## src/rtl/ncpu32k_ifu_pkg.sv

```systemverilog
// Shared constants and helpers for the ncpu32k instruction fetch unit.
// Default widths mirror NCPU_AW / NCPU_IW from the core configuration.
package ncpu32k_ifu_pkg;

   localparam int NCPU_AW = 32;
   localparam int NCPU_IW = 32;

   // Bits needed to hold a count in 0..depth inclusive
   function automatic int cnt_bits(input int depth);
      return $clog2(depth + 1);
   endfunction

endpackage

```

## src/rtl/ncpu32k_ifu_if.sv

```systemverilog
// Instruction bus and decoder handshakes of the fetch unit.
// master = IFU side, slave = bus + IDU side.
interface ncpu32k_ifu_if
   import ncpu32k_ifu_pkg::*;
#(
   parameter int AW = NCPU_AW,
   parameter int IW = NCPU_IW
);

   logic          ibus_cmd_valid;
   logic          ibus_cmd_ready;
   logic [AW-1:0] ibus_cmd_addr;
   logic          ibus_dout_valid;
   logic          ibus_dout_ready;
   logic [IW-1:0] ibus_dout;

   logic          idu_valid;
   logic          idu_ready;
   logic [IW-1:0] idu_insn;
   logic [AW-3:0] idu_pc;
   logic          idu_pred_taken;
   logic [AW-3:0] idu_pred_tgt;

   modport master (
      output ibus_cmd_valid,
      input  ibus_cmd_ready,
      output ibus_cmd_addr,
      input  ibus_dout_valid,
      output ibus_dout_ready,
      input  ibus_dout,
      output idu_valid,
      input  idu_ready,
      output idu_insn,
      output idu_pc,
      output idu_pred_taken,
      output idu_pred_tgt
   );

   modport slave (
      input  ibus_cmd_valid,
      output ibus_cmd_ready,
      input  ibus_cmd_addr,
      output ibus_dout_valid,
      input  ibus_dout_ready,
      output ibus_dout,
      input  idu_valid,
      output idu_ready,
      input  idu_insn,
      input  idu_pc,
      input  idu_pred_taken,
      input  idu_pred_tgt
   );

endinterface

```

## src/rtl/ncpu32k_ifu_fifo.sv

```systemverilog
// Synchronous first-word-fall-through FIFO with a single-cycle flush.
// Head entry is visible the cycle after it is pushed.
module ncpu32k_ifu_fifo
   import ncpu32k_ifu_pkg::*;
#(
   parameter int W     = 8,
   parameter int DEPTH = 2
) (
   input  logic         clk,
   input  logic         rst,
   input  logic         flush,
   input  logic         push,
   input  logic [W-1:0] din,
   input  logic         pop,
   output logic [W-1:0] dout,
   output logic         valid
);

   localparam int PTR_W = $clog2(DEPTH);

   logic [W-1:0]     mem [DEPTH];
   logic [PTR_W-1:0] rp;
   logic [PTR_W-1:0] wp;
   logic [PTR_W:0]   cnt;

   // Storage needs no reset: only entries below cnt are ever read
   always_ff @(posedge clk) begin
      if (push)
         mem[wp] <= din;
   end

   always_ff @(posedge clk) begin
      if (rst || flush) begin
         rp  <= '0;
         wp  <= '0;
         cnt <= '0;
      end else begin
         if (push)
            wp <= wp + PTR_W'(1);
         if (pop)
            rp <= rp + PTR_W'(1);
         cnt <= cnt + (PTR_W+1)'(push) - (PTR_W+1)'(pop);
      end
   end

   assign dout  = mem[rp];
   assign valid = (cnt != '0);

endmodule

```

## src/rtl/ncpu32k_ifu.sv

```systemverilog
// Instruction fetch unit: owns fetch_pc, issues in-order fetches,
// drops responses made stale by a redirect, and queues results for the IDU.
module ncpu32k_ifu
   import ncpu32k_ifu_pkg::*;
#(
   parameter int            AW          = NCPU_AW,
   parameter int            IW          = NCPU_IW,
   parameter int            DEPTH       = 2,
   parameter logic [AW-1:0] ERST_VECTOR = '0
) (
   input  logic          clk,
   input  logic          rst,
   ncpu32k_ifu_if.master io,
   output logic [AW-3:0] bpu_insn_pc,
   input  logic          bpu_pred_taken,
   input  logic [AW-3:0] bpu_pred_tgt,
   input  logic          flush,
   input  logic [AW-3:0] flush_tgt
);

   localparam int PW  = AW - 2;
   localparam int CW  = cnt_bits(DEPTH);
   localparam int SW  = CW + 2;
   localparam int QW  = PW + 1 + PW;
   localparam int OW  = IW + QW;

   logic [PW-1:0] fetch_pc;
   logic [CW-1:0] live;
   logic [CW-1:0] kill;
   logic [CW-1:0] occ;
   logic [SW-1:0] used;

   logic          cmd_hs;
   logic          rsp;
   logic          kill_nz;
   logic          rsp_keep;
   logic          idu_pop;

   logic [QW-1:0] pend_din;
   logic [QW-1:0] pend_dout;
   logic          pend_valid;
   logic [OW-1:0] out_din;
   logic [OW-1:0] out_dout;

   assign used = SW'(live) + SW'(kill) + SW'(occ);

   assign io.ibus_cmd_valid  = !rst && !flush && (used < SW'(DEPTH));
   assign io.ibus_cmd_addr   = {fetch_pc, 2'b00};
   assign io.ibus_dout_ready = 1'b1;
   assign bpu_insn_pc        = fetch_pc;

   assign cmd_hs   = io.ibus_cmd_valid && io.ibus_cmd_ready;
   assign rsp      = io.ibus_dout_valid;
   assign kill_nz  = (kill != '0);
   assign rsp_keep = rsp && !kill_nz && !flush && pend_valid;
   assign idu_pop  = io.idu_valid && io.idu_ready && !flush;

   assign pend_din = {fetch_pc, bpu_pred_taken, bpu_pred_tgt};
   assign out_din  = {io.ibus_dout, pend_dout};

   ncpu32k_ifu_fifo #(
      .W     (QW),
      .DEPTH (DEPTH)
   ) u_pend (
      .clk   (clk),
      .rst   (rst),
      .flush (flush),
      .push  (cmd_hs),
      .din   (pend_din),
      .pop   (rsp_keep),
      .dout  (pend_dout),
      .valid (pend_valid)
   );

   ncpu32k_ifu_fifo #(
      .W     (OW),
      .DEPTH (DEPTH)
   ) u_out (
      .clk   (clk),
      .rst   (rst),
      .flush (flush),
      .push  (rsp_keep),
      .din   (out_din),
      .pop   (idu_pop),
      .dout  (out_dout),
      .valid (io.idu_valid)
   );

   assign {io.idu_insn, io.idu_pc,
           io.idu_pred_taken, io.idu_pred_tgt} = out_dout;

   // On redirect every request still out becomes a kill, minus
   // the response that lands this cycle and is dropped on the spot
   always_ff @(posedge clk) begin
      if (rst) begin
         fetch_pc <= ERST_VECTOR[AW-1:2];
         live     <= '0;
         kill     <= '0;
         occ      <= '0;
      end else if (flush) begin
         fetch_pc <= flush_tgt;
         kill     <= kill + live - CW'(rsp);
         live     <= '0;
         occ      <= '0;
      end else begin
         if (cmd_hs)
            fetch_pc <= bpu_pred_taken ? bpu_pred_tgt
                                       : fetch_pc + PW'(1);
         live <= live + CW'(cmd_hs) - CW'(rsp_keep);
         kill <= kill - CW'(rsp && kill_nz);
         occ  <= occ + CW'(rsp_keep) - CW'(idu_pop);
      end
   end

endmodule

```

## src/flat_wrapper.sv

```systemverilog
// flat-port wrapper written by rule: the top's interface ports become plain ports
module ncpu32k_ifu_flat import ncpu32k_ifu_pkg::*;
#(
   parameter int            AW          = NCPU_AW,
   parameter int            IW          = NCPU_IW,
   parameter int            DEPTH       = 2,
   parameter logic [AW-1:0] ERST_VECTOR = '0
)
  (clk, rst, bpu_insn_pc, bpu_pred_taken, bpu_pred_tgt, flush, flush_tgt, io_ibus_cmd_valid, io_ibus_cmd_ready, io_ibus_cmd_addr, io_ibus_dout_valid, io_ibus_dout_ready, io_ibus_dout, io_idu_valid, io_idu_ready, io_idu_insn, io_idu_pc, io_idu_pred_taken, io_idu_pred_tgt);
  ncpu32k_ifu_if #(.AW(AW), .IW(IW)) io_i ();
  input  logic clk;
  input  logic rst;
  output logic [AW-3:0] bpu_insn_pc;
  input  logic bpu_pred_taken;
  input  logic [AW-3:0] bpu_pred_tgt;
  input  logic flush;
  input  logic [AW-3:0] flush_tgt;
  output wire logic [$bits(io_i.ibus_cmd_valid)-1:0] io_ibus_cmd_valid;
  input wire logic [$bits(io_i.ibus_cmd_ready)-1:0] io_ibus_cmd_ready;
  output wire logic [$bits(io_i.ibus_cmd_addr)-1:0] io_ibus_cmd_addr;
  input wire logic [$bits(io_i.ibus_dout_valid)-1:0] io_ibus_dout_valid;
  output wire logic [$bits(io_i.ibus_dout_ready)-1:0] io_ibus_dout_ready;
  input wire logic [$bits(io_i.ibus_dout)-1:0] io_ibus_dout;
  output wire logic [$bits(io_i.idu_valid)-1:0] io_idu_valid;
  input wire logic [$bits(io_i.idu_ready)-1:0] io_idu_ready;
  output wire logic [$bits(io_i.idu_insn)-1:0] io_idu_insn;
  output wire logic [$bits(io_i.idu_pc)-1:0] io_idu_pc;
  output wire logic [$bits(io_i.idu_pred_taken)-1:0] io_idu_pred_taken;
  output wire logic [$bits(io_i.idu_pred_tgt)-1:0] io_idu_pred_tgt;
  assign io_ibus_cmd_valid = io_i.ibus_cmd_valid;
  assign io_i.ibus_cmd_ready = io_ibus_cmd_ready;
  assign io_ibus_cmd_addr = io_i.ibus_cmd_addr;
  assign io_i.ibus_dout_valid = io_ibus_dout_valid;
  assign io_ibus_dout_ready = io_i.ibus_dout_ready;
  assign io_i.ibus_dout = io_ibus_dout;
  assign io_idu_valid = io_i.idu_valid;
  assign io_i.idu_ready = io_idu_ready;
  assign io_idu_insn = io_i.idu_insn;
  assign io_idu_pc = io_i.idu_pc;
  assign io_idu_pred_taken = io_i.idu_pred_taken;
  assign io_idu_pred_tgt = io_i.idu_pred_tgt;
  ncpu32k_ifu #(.AW(AW), .IW(IW), .DEPTH(DEPTH), .ERST_VECTOR(ERST_VECTOR)) u_core (.clk(clk), .rst(rst), .io(io_i), .bpu_insn_pc(bpu_insn_pc), .bpu_pred_taken(bpu_pred_taken), .bpu_pred_tgt(bpu_pred_tgt), .flush(flush), .flush_tgt(flush_tgt));
endmodule
```

## config.mk

```make
export PLATFORM = sky130hd
export DESIGN_NAME = ncpu32k_ifu_flat
export DESIGN_NICKNAME = d
export VERILOG_FILES = /design/src/rtl/ncpu32k_ifu_pkg.sv /design/src/rtl/ncpu32k_ifu_if.sv /design/src/rtl/ncpu32k_ifu_fifo.sv /design/src/rtl/ncpu32k_ifu.sv /design/src/flat_wrapper.sv
export SDC_FILE = /design/constraint.sdc
export NUM_CORES = 1
export LEC_CHECK = 0
export CORE_ASPECT_RATIO = 2
export CORE_UTILIZATION = 53
export DETAILED_ROUTE_END_ITERATION = 7
export HOLD_SLACK_MARGIN = 0.06
export PLACE_DENSITY = 0.89
export SLEW_MARGIN = 20
export SYNTH_ARGS = -nofsm -noshare
export SYNTH_HDL_FRONTEND = slang
export SYNTH_SLANG_ARGS = --single-unit
```

## constraint.sdc

```tcl
create_clock -name clk -period 8.55 [get_ports clk]
set_input_delay 1.71 -clock clk [delete_from_list [all_inputs] [get_ports clk]]
set_output_delay 1.71 -clock clk [all_outputs]
set_load 0.01 [all_outputs]
```

Yosys cells after proc, flatten, opt, wreduce, memory -nomap -nowiden
Memories as Yosys holds them, arrays and structs flattened. A register that Yosys moved wholly into a read port is not among the register bits.
Index checks and enable logic that the tools add are counted.
{ "word_totals": {"reg_bits": 44, "ramBits": 308, "input_bits": 99, "output_inout_bits": 158, "word_cells": 61, "n_memories": 2} }
{ "classes": {"addsub": 18, "order_cmp": 1, "n_mux": 12, "reduce_logical": 18} }
{ "mem_list": {"columns": ["memory", "depth", "width", "read_ports", "rd_ports_with_merged_regs", "write_ports", "line", "text"], "rows": [
  ["u_core.u_out.mem", 2, 93, 1, 1, 1, "ncpu32k_ifu_fifo.sv:21", "logic [W-1:0] mem [DEPTH];"],
  ["u_core.u_pend.mem", 2, 61, 1, 1, 1, "ncpu32k_ifu_fifo.sv:21", null]
]} }
{ "op_table": {"columns": ["cell", "n"], "rows": [
  ["$mux W30", 3],
  ["$add A30 B1 Y30 const B", 1],
  ["$sub A2 B1 Y2", 6],
  ["$logic_and A1 B1 Y1", 9],
  ["$add A2 B1 Y2", 4],
  ["$mux W1", 8],
  ["$reduce_bool A2 Y1", 4],
  ["$add A1 B1 Y1 const B", 4],
  ["$add A4 B2 Y4", 1],
  ["$lt A4 B2 Y1 const B", 1],
  ["$add A2 B2 Y3", 1],
  ["$logic_not A1 Y1", 3],
  ["$add A2 B2 Y2", 1],
  ["$mux W2", 1],
  ["$reduce_or A2 Y1", 1],
  ["$logic_or A1 B1 Y1", 1]
]} }

Longest topological paths before layout
Gate-level depths: netlist (run 1).
{ "logic_depth": {"depth_word": 7, "mapped_depth": 15} }

Modules after synthesis
From an unflattened synthesis (run 1), not the netlist that was laid out.
{ "hier_totals": {"cells_unflattened": 929, "hier_area_um2": 15187.1} }
{ "modules_own_cells": {"columns": ["mod", "instances", "cells_each", "area_each_um2"], "rows": [
  ["ncpu32k_ifu_fifo at u_core.u_out", 1, 309, 7210.7],
  ["ncpu32k_ifu_fifo at u_core.u_pend", 1, 210, 4926.0],
  ["ncpu32k_ifu", 1, 410, 3050.4]
]} }

Least setup slack after synthesis (run 1)
No wires, ideal clock.
{ "synth_path": {"path_type": "input port to flip-flop", "startpoint": "input port flush", "endpoint": "memory u_core.u_out.mem[0][0] (netlist name), enable pin", "setup_time_ns": 0.546, "arrival_ns": 6.023, "required_ns": 8.004, "slack_ns": 1.981, "stages": 3, "n_path_buf": 0, "path_cell_list": "nor4b_1 -> o21ai_0 -> nor2_1"} }
{ "synth_via": {"elab_chain_len": 5} }
{ "synth_lines": {"columns": ["item", "line", "text"], "rows": [
  ["start: declaration", "flat_wrapper.sv:16", "input logic flush;"],
  ["$logic_not A1 Y1", "ncpu32k_ifu.sv:55", "assign rsp_keep = rsp && !kill_nz && !flush && pend_valid;"],
  ["$logic_and A1 B1 Y1 (2 in a row)", "ncpu32k_ifu.sv:55", null],
  ["$mux W1", "ncpu32k_ifu_fifo.sv:28", "if (push)"],
  ["$mux W1 (implied by the code)", "ncpu32k_ifu_fifo.sv:29", "mem[wp] <= din;"],
  ["end: declaration", "ncpu32k_ifu_fifo.sv:21", null]
]} }
Every way passes these cells.

Worst setup path after layout (run 1)
{ "layout_path": {"startpoint": "input port rst", "endpoint": "output port io_ibus_cmd_valid"} }
{ "layout_via": {"elab_chain_len": 3} }
{ "layout_lines": {"columns": ["item", "line", "text"], "rows": [
  ["start: declaration", "flat_wrapper.sv:12", "input logic rst;"],
  ["$logic_not A1 Y1", "ncpu32k_ifu.sv:47", "assign io.ibus_cmd_valid = !rst && !flush && (used < SW'(DEPTH));"],
  ["$logic_and A1 B1 Y1 (2 in a row)", "ncpu32k_ifu.sv:47", null],
  ["end: declaration", "flat_wrapper.sv:18", "output wire logic [$bits(io_i.ibus_cmd_valid)-1:0] io_ibus_cmd_valid;"]
]} }
Every way passes these cells.

==> results of run 1 <==
cells in the mapped netlist, drive strengths merged, types with 3 or more instances:
| cell type | n |
|---|---|
| nand3 | 14 |
| xor2 | 11 |
| a31oi | 8 |
| nand2b | 5 |
| a22oi | 5 |
| dfxtp | 46 |
| a211oi | 5 |
| o31ai | 10 |
| and4 | 4 |
| nor3 | 17 |
| o21ai | 18 |
| and2 | 12 |
| clkbuf | 40 |
| nand2 | 33 |
| xnor2 | 10 |
| or3 | 7 |
| edfxtp | 308 |
| o21a | 5 |
| o41ai | 4 |
| inv | 30 |
| a311oi | 3 |
| o22ai | 6 |
| o211ai | 7 |
| nor4b | 3 |
| a21oi | 29 |
| ha | 15 |
| mux2 | 154 |
| mux2i | 4 |
| nor4 | 5 |
| or4 | 5 |
| nor2 | 36 |
| and3 | 5 |
| nand4 | 8 |
| a221oi | 5 |
| buf | 35 |
layout make-up:
cell class,count,area [µm²],area share
Sequential cell,354,10170,0.5630
Clock inverter,14,130.1,0.007200
Clock buffer,36,752.0,0.04161
Timing Repair Buffer,262,2600,0.1439
Inverter,31,116.4,0.006439
Tap cell,348,435.4,0.02409
Multi-Input combinational cell,480,3864,0.2138
path summary, 6_finish.rpt:
check | startpoint | endpoint
max reg2reg | u_core.kill[0] | u_core.live[1]
min | u_core.u_out.rp | flop
max | rst | io_ibus_cmd_valid
min reg2reg | u_core.u_out.rp | flop
per-layer routing:
layer  share of wire  up-vias  routed length (µm)  GRT usage
met3           0.063       98                2145    0.02539
li1                -     3981                   -          -
met2            0.54      463               18170     0.4331
met4           0.054        0                1829     0.1366
met5               0        -                   0          0
met1            0.34     4393               11650     0.2621
metrics by stage:
| step | cells | power (mW) |
|---|---|---|
| after floorplan | 940 | 2.076 |
| after global placement | 1475 | 2.202 |
| after detailed placement | 1475 | 2.210 |
| after CTS | 1525 | 3.445 |
| after global routing | 1525 | 3.524 |
| final | 1525 | 3.427 |
worst register-to-register path, stage by stage (launching register included):
cell and delay [ps]:
dfxtp_1 370, ha_1 230, fa_1 510, inv_1 70, fa_1 520, nand2_1 190
nor2_1 110, nand2_1 610, clkinv_1 960, ha_1 560, xor2_1 180, xnor2_1 150
nor2_1 50
where the power goes:
part / internal, mW / switching (mW)
Sequential: 1.90 / 0.0470
Clock: 0.684 / 0.568
Combinational: 0.120 / 0.106
sequential cells by signal (all words and copies together), names as in the netlist, 2 cells and up, named ones only:
| signal | flops |
|---|---|
| u_core.live | 2 |
| u_core.u_pend.cnt | 2 |
| u_core.occ | 2 |
| u_core.u_out.cnt | 2 |
| u_core.kill | 2 |
| u_core.u_pend.mem | 122 |
| u_core.u_out.mem | 186 |
| u_core.bpu_insn_pc | 30 |
layout by cell type (no fill, tap or decap), types with 5 or more instances in the layout:
master           count
or4_1                5
o22ai_1              6
o21ai_0             16
nor4_1               5
a21oi_1             29
clkbuf_1             7
a221oi_1             5
nor3_1              17
nor2_1              34
nand2_1             33
clkbuf_16           29
clkdlybuf4s50_1    253
o31ai_1             10
o211ai_1             7
nand4_1              7
mux2_2             154
a211oi_1             5
a22oi_1              5
xor2_1              11
buf_4                9
ha_1                15
a31oi_1              8
nand2b_1             5
dfxtp_1             44
and2_1              11
clkinv_2             5
o21a_1               5
nand3_1             12
edfxtp_1           308
xnor2_1             10
or3_1                6
inv_1               30
cells by family after synthesis:
family          Yosys count
buf+inv                 106
flops                   354
mux                     158
other cells               2
compound gates          123
simple gates            158
fa+ha+maj                17
xor+xnor                 21
==> out/metrics.yaml, run 1 <==
cp_slowest_cell: "clkdlybuf4s50_1"
core_um2: 26910
drt_iter0_drc: 801
path_class: "in2out"
dieArea_um2: 28130
gp_congestion: 0.8687
cpPeakStageDelay_ps: 1000
crit_arrival_ps: 4360
worst_pin_slew_ps: 1125
path_buf_inv: 2
syn_area_per_cell_um2: 15.48
cts.clk_slew.worst_paths_ps: 70
synthXorXnorAreaFrac: 0.01265
reg2reg_depth: 12
ant_nets: 0
min_path_cells: 2
cp.required_ps: 6840
boundaryPins: 257
cp_num_cells: 4
drc: 0
grt_pass1_wl_mm: 50.07
place_hpwl_mm: 23.34
fin_area_um2: 18070
outcome: "finished, final reports clean"
worstPathCellList: "clkdlybuf4s50_1 > nor2_1 > and3_1 > clkdlybuf4s50_1"
wire_per_inst_um: 22.16
pre_cts_slack_ps: 2552
cp-start-kind: "input pin"
cts_buffer_depth: 3
viasPerCell: 5.859
rsz0062_at_grt: "false"
firstDrtPassIters: 5
slew_headroom: 0.2430
postPlaceCellArea_um2: 17190
diodes: 0
cts_root_buf: "clkbuf_16"
seq_area_frac_synth: 0.6997
totalWireLength_mm: 33.79
slew_viol_final: 0
crit_fanout: 26
synth_compound_area_frac: 0.05690
yosysWarnings: 0
die_y_um: 236.2
grt_pass1_vias: 8831
synth_area_leaders: "edfxtp_1 (64%), mux2_2 (12%), dfxtp_1 (6.3%)"
leakagePower_nw: 6.021
synth-simple-area-share: 0.05647
synth_async_sr_flop_share: 0
finalSetupViolations: 0
post_cts_resize_count: 0
post_cts_buffers: 0
hold_viol: 0
fp-row-count: 85
synthAdderAreaFrac: 0.01567
min_path_type: "reg2reg"
postSynthCellCount: 939
cts.sinks: 354
crit_family: "buffers and inverters"
hold_buffers: 0
h-tree-depth: 1
synthDistinctLibCells: 61
syn_to_final_growth_pct: 24.33
cpMostUsedCell: "clkdlybuf4s50_1"
worst_slack_ps: 2478
numCtsBuffers: 28
layout-drive-gt1-share: 0.1835
whs_ps: 522.6
synth_edf_count: 308
gr-total-overflow: 0
syn_area_um2: 14540
die_w_um: 119.1
netlist.area_leader.share: 0.6363
synth_top_family_by_area: "multiplexers"
synth_seq_cells: 354
synth_area_leader_cell: "edfxtp_1"
fin_util: 0.6717
cts_tree: "done"
maxCapViolCount: 0
num-fill-cells: 1807
clock_latency_ps: 550
peakVddDrop_mv: 0.1309
antenna_found_initial: 0
cellPowerDensity_nw_per_um2: 189.6
worst_setup_path_end_kind: "output pin"
initial_utilization: 0.5402
reg2reg_slack_ps: 3940
portBuffers: 253
vias: 8935
final_net_count: 1273
layout_worst_path_cycle_share: 0.7102
finalClockSkew_ps: 16.91
synth_mux_area_frac: 0.1221
setup_tns_ps: 0
fmax_mhz: 164.7
grt.total_usage: 0.2367
synthFlopType: "edfxtp_1"
grt_max_degree: 70
min_period_ps: 6072
(Power assumes the default switching activity.)
==> run 2, diff against run 1 <==
==> constraint.sdc (replaced) <==
create_clock -name clk -period 5.75 [get_ports clk]
set_input_delay 1.15 -clock clk [delete_from_list [all_inputs] [get_ports clk]]
set_output_delay 1.15 -clock clk [all_outputs]
set_load 0.01 [all_outputs]
==> out/metrics.yaml, run 2 (synthesis gave the netlist of run 1 again) <==
largest-register: "u_core.u_out.mem"
final_cell_mix: "edfxtp_1 (308), clkdlybuf4s50_1 (252), mux2_2 (154)"
grt.total_usage: 0.2473
initial_utilization: 0.5402
totalWireLength_mm: 34.87
cts.sinks: 354
cp.required_ps: 4600
fmax_mhz: 223.9
crit_arrival_ps: 3320
diodes: 0
grt_max_degree: 72
grt_pass1_vias: 9035
rsz0062_at_grt: "false"
cts.clk_slew.worst_paths_ps: 70
ant_nets: 0
peakVddDrop_mv: 0.2506
layout_worst_path_cycle_share: 0.7769
place_hpwl_mm: 23.71
fp-row-count: 85
setup_tns_ps: 0
worst_setup_path_end_kind: "output pin"
slew_headroom: 0.2521
gr-total-overflow: 0
firstDrtPassIters: 6
largest_reg_flops: 186
leakagePower_nw: 6.070
dr_wl_met3_mm: 1.861
finalSetupViolations: 0
layout-drive-gt1-share: 0.1868
final_net_count: 1277
cts_tree: "done"
syn_to_final_growth_pct: 25.01
die_w_um: 119.1
finalClockSkew_ps: 11.46
top_layer: "met4"
portBuffers: 253
die_y_um: 236.2
vias: 8930
drc: 0
post_cts_buffers: 0
core_um2: 26910
worstPathCellList: "ha_1 > fa_1 > inv_1 > fa_1 > nor2_1 > a31o_2 > and3_1 > clkdlybuf4s50_1"
slew_viol_final: 0
wl_met2_mm: 19.00
cellPowerDensity_nw_per_um2: 285.8
viasPerCell: 5.833
antenna_found_initial: 0
gp_congestion: 0.8882
crit_fanout: 8
fin_util: 0.6753
cp_slowest_cell: "clkdlybuf4s50_1"
maxCapViolCount: 0
numCtsBuffers: 28
finalPower_mw: 5.193
hold_buffers: 0
h-tree-depth: 1
post_cts_resize_count: 0
clock_latency_ps: 550
grt_pass1_wl_mm: 52.12
outcome: "finished, final reports clean"
wire_per_inst_um: 22.78
boundaryPins: 257
cpPeakStageDelay_ps: 550
dieArea_um2: 28130
cts_buffer_depth: 3
hold_viol: 0
cts_root_buf: "clkbuf_16"
path_class: "reg2out"
mostFrequentLayoutCell: "edfxtp_1"
wl_met1_mm: 12.23
worst_pin_slew_ps: 1112
min_period_ps: 4467
cp-start-kind: "flop"
min_path_type: "reg2reg"
drt_iter0_drc: 818
cpMostUsedCell: "fa_1"
==> run 2: cell types whose count changed in the layout (fill, tap and decap cells not counted) <==
cell	delta
buf_12	+2
buf_4	+2
clkbuf_1	+2
clkbuf_8	+2
clkinv_2	-2
buf_2	+1
bufinv_16	+1
clkdlybuf4s50_1	-1
clkinv_4	-1
clkinvlp_4	-1
inv_6	+1
==> run 2: final timing paths <==
kind / from / endpoint / slack, ps / cells past startpoint
max: u_core.kill[0] / io_ibus_cmd_valid / 1280 / 8
min: u_core.u_out.rp / u_core.u_out.rp / 520 / 2
max reg2reg: u_core.kill[0] / u_core.live[1] / 1950 / 12
min reg2reg: u_core.u_out.rp / u_core.u_out.rp / 520 / 2
==> run 2: stage by stage <==
stage               instance area (µm²)  hold WS [ps]  setup WS, ps  std cells
finish                            18170         521.2          1283       1531
global route                      18170         579.1          1143       1531
CTS                               18170         519.8          1283       1531
detailed placement                17240         495.0          1488       1479
global placement                  17240         489.0          1543       1479
floorplan                         14540         472.5         359.7        940
==> run 2: report_power, final <==
part / switching (mW) / internal (mW)
registers: 0.0696 / 2.83
logic: 0.160 / 0.180
clock network: 0.864 / 1.09
==> run 2: layer usage <==
| layer | global-route usage | vias up |
|---|---|---|
| met1 | 0.2723 | 4410 |
| met4 | 0.1300 | 0 |
| li1 | - | 3990 |
| met2 | 0.4595 | 424 |
| met5 | 0 | - |
| met3 | 0.02708 | 106 |
==> run 2: cell type report <==
type                       instances  area, µm²
sequential                       354      10170
fill                            1810       8737
multi-input combinational        480       3864
timing repair buffer             266       2650
clock buffer                      40      787.0
tap                              348      435.4
clock inverter                    12      142.6
inverter                          31      116.4
==> run 2: critical path, delay by kind of cell (launching register included) <==
kind,cells,cell delay [ps]
buffers and inverters,2,620
adder cells (fa/ha/maj),3,1150
AO/OA/AOI/OAI,1,280
flip-flops,1,360
AND/OR/NAND/NOR,2,360
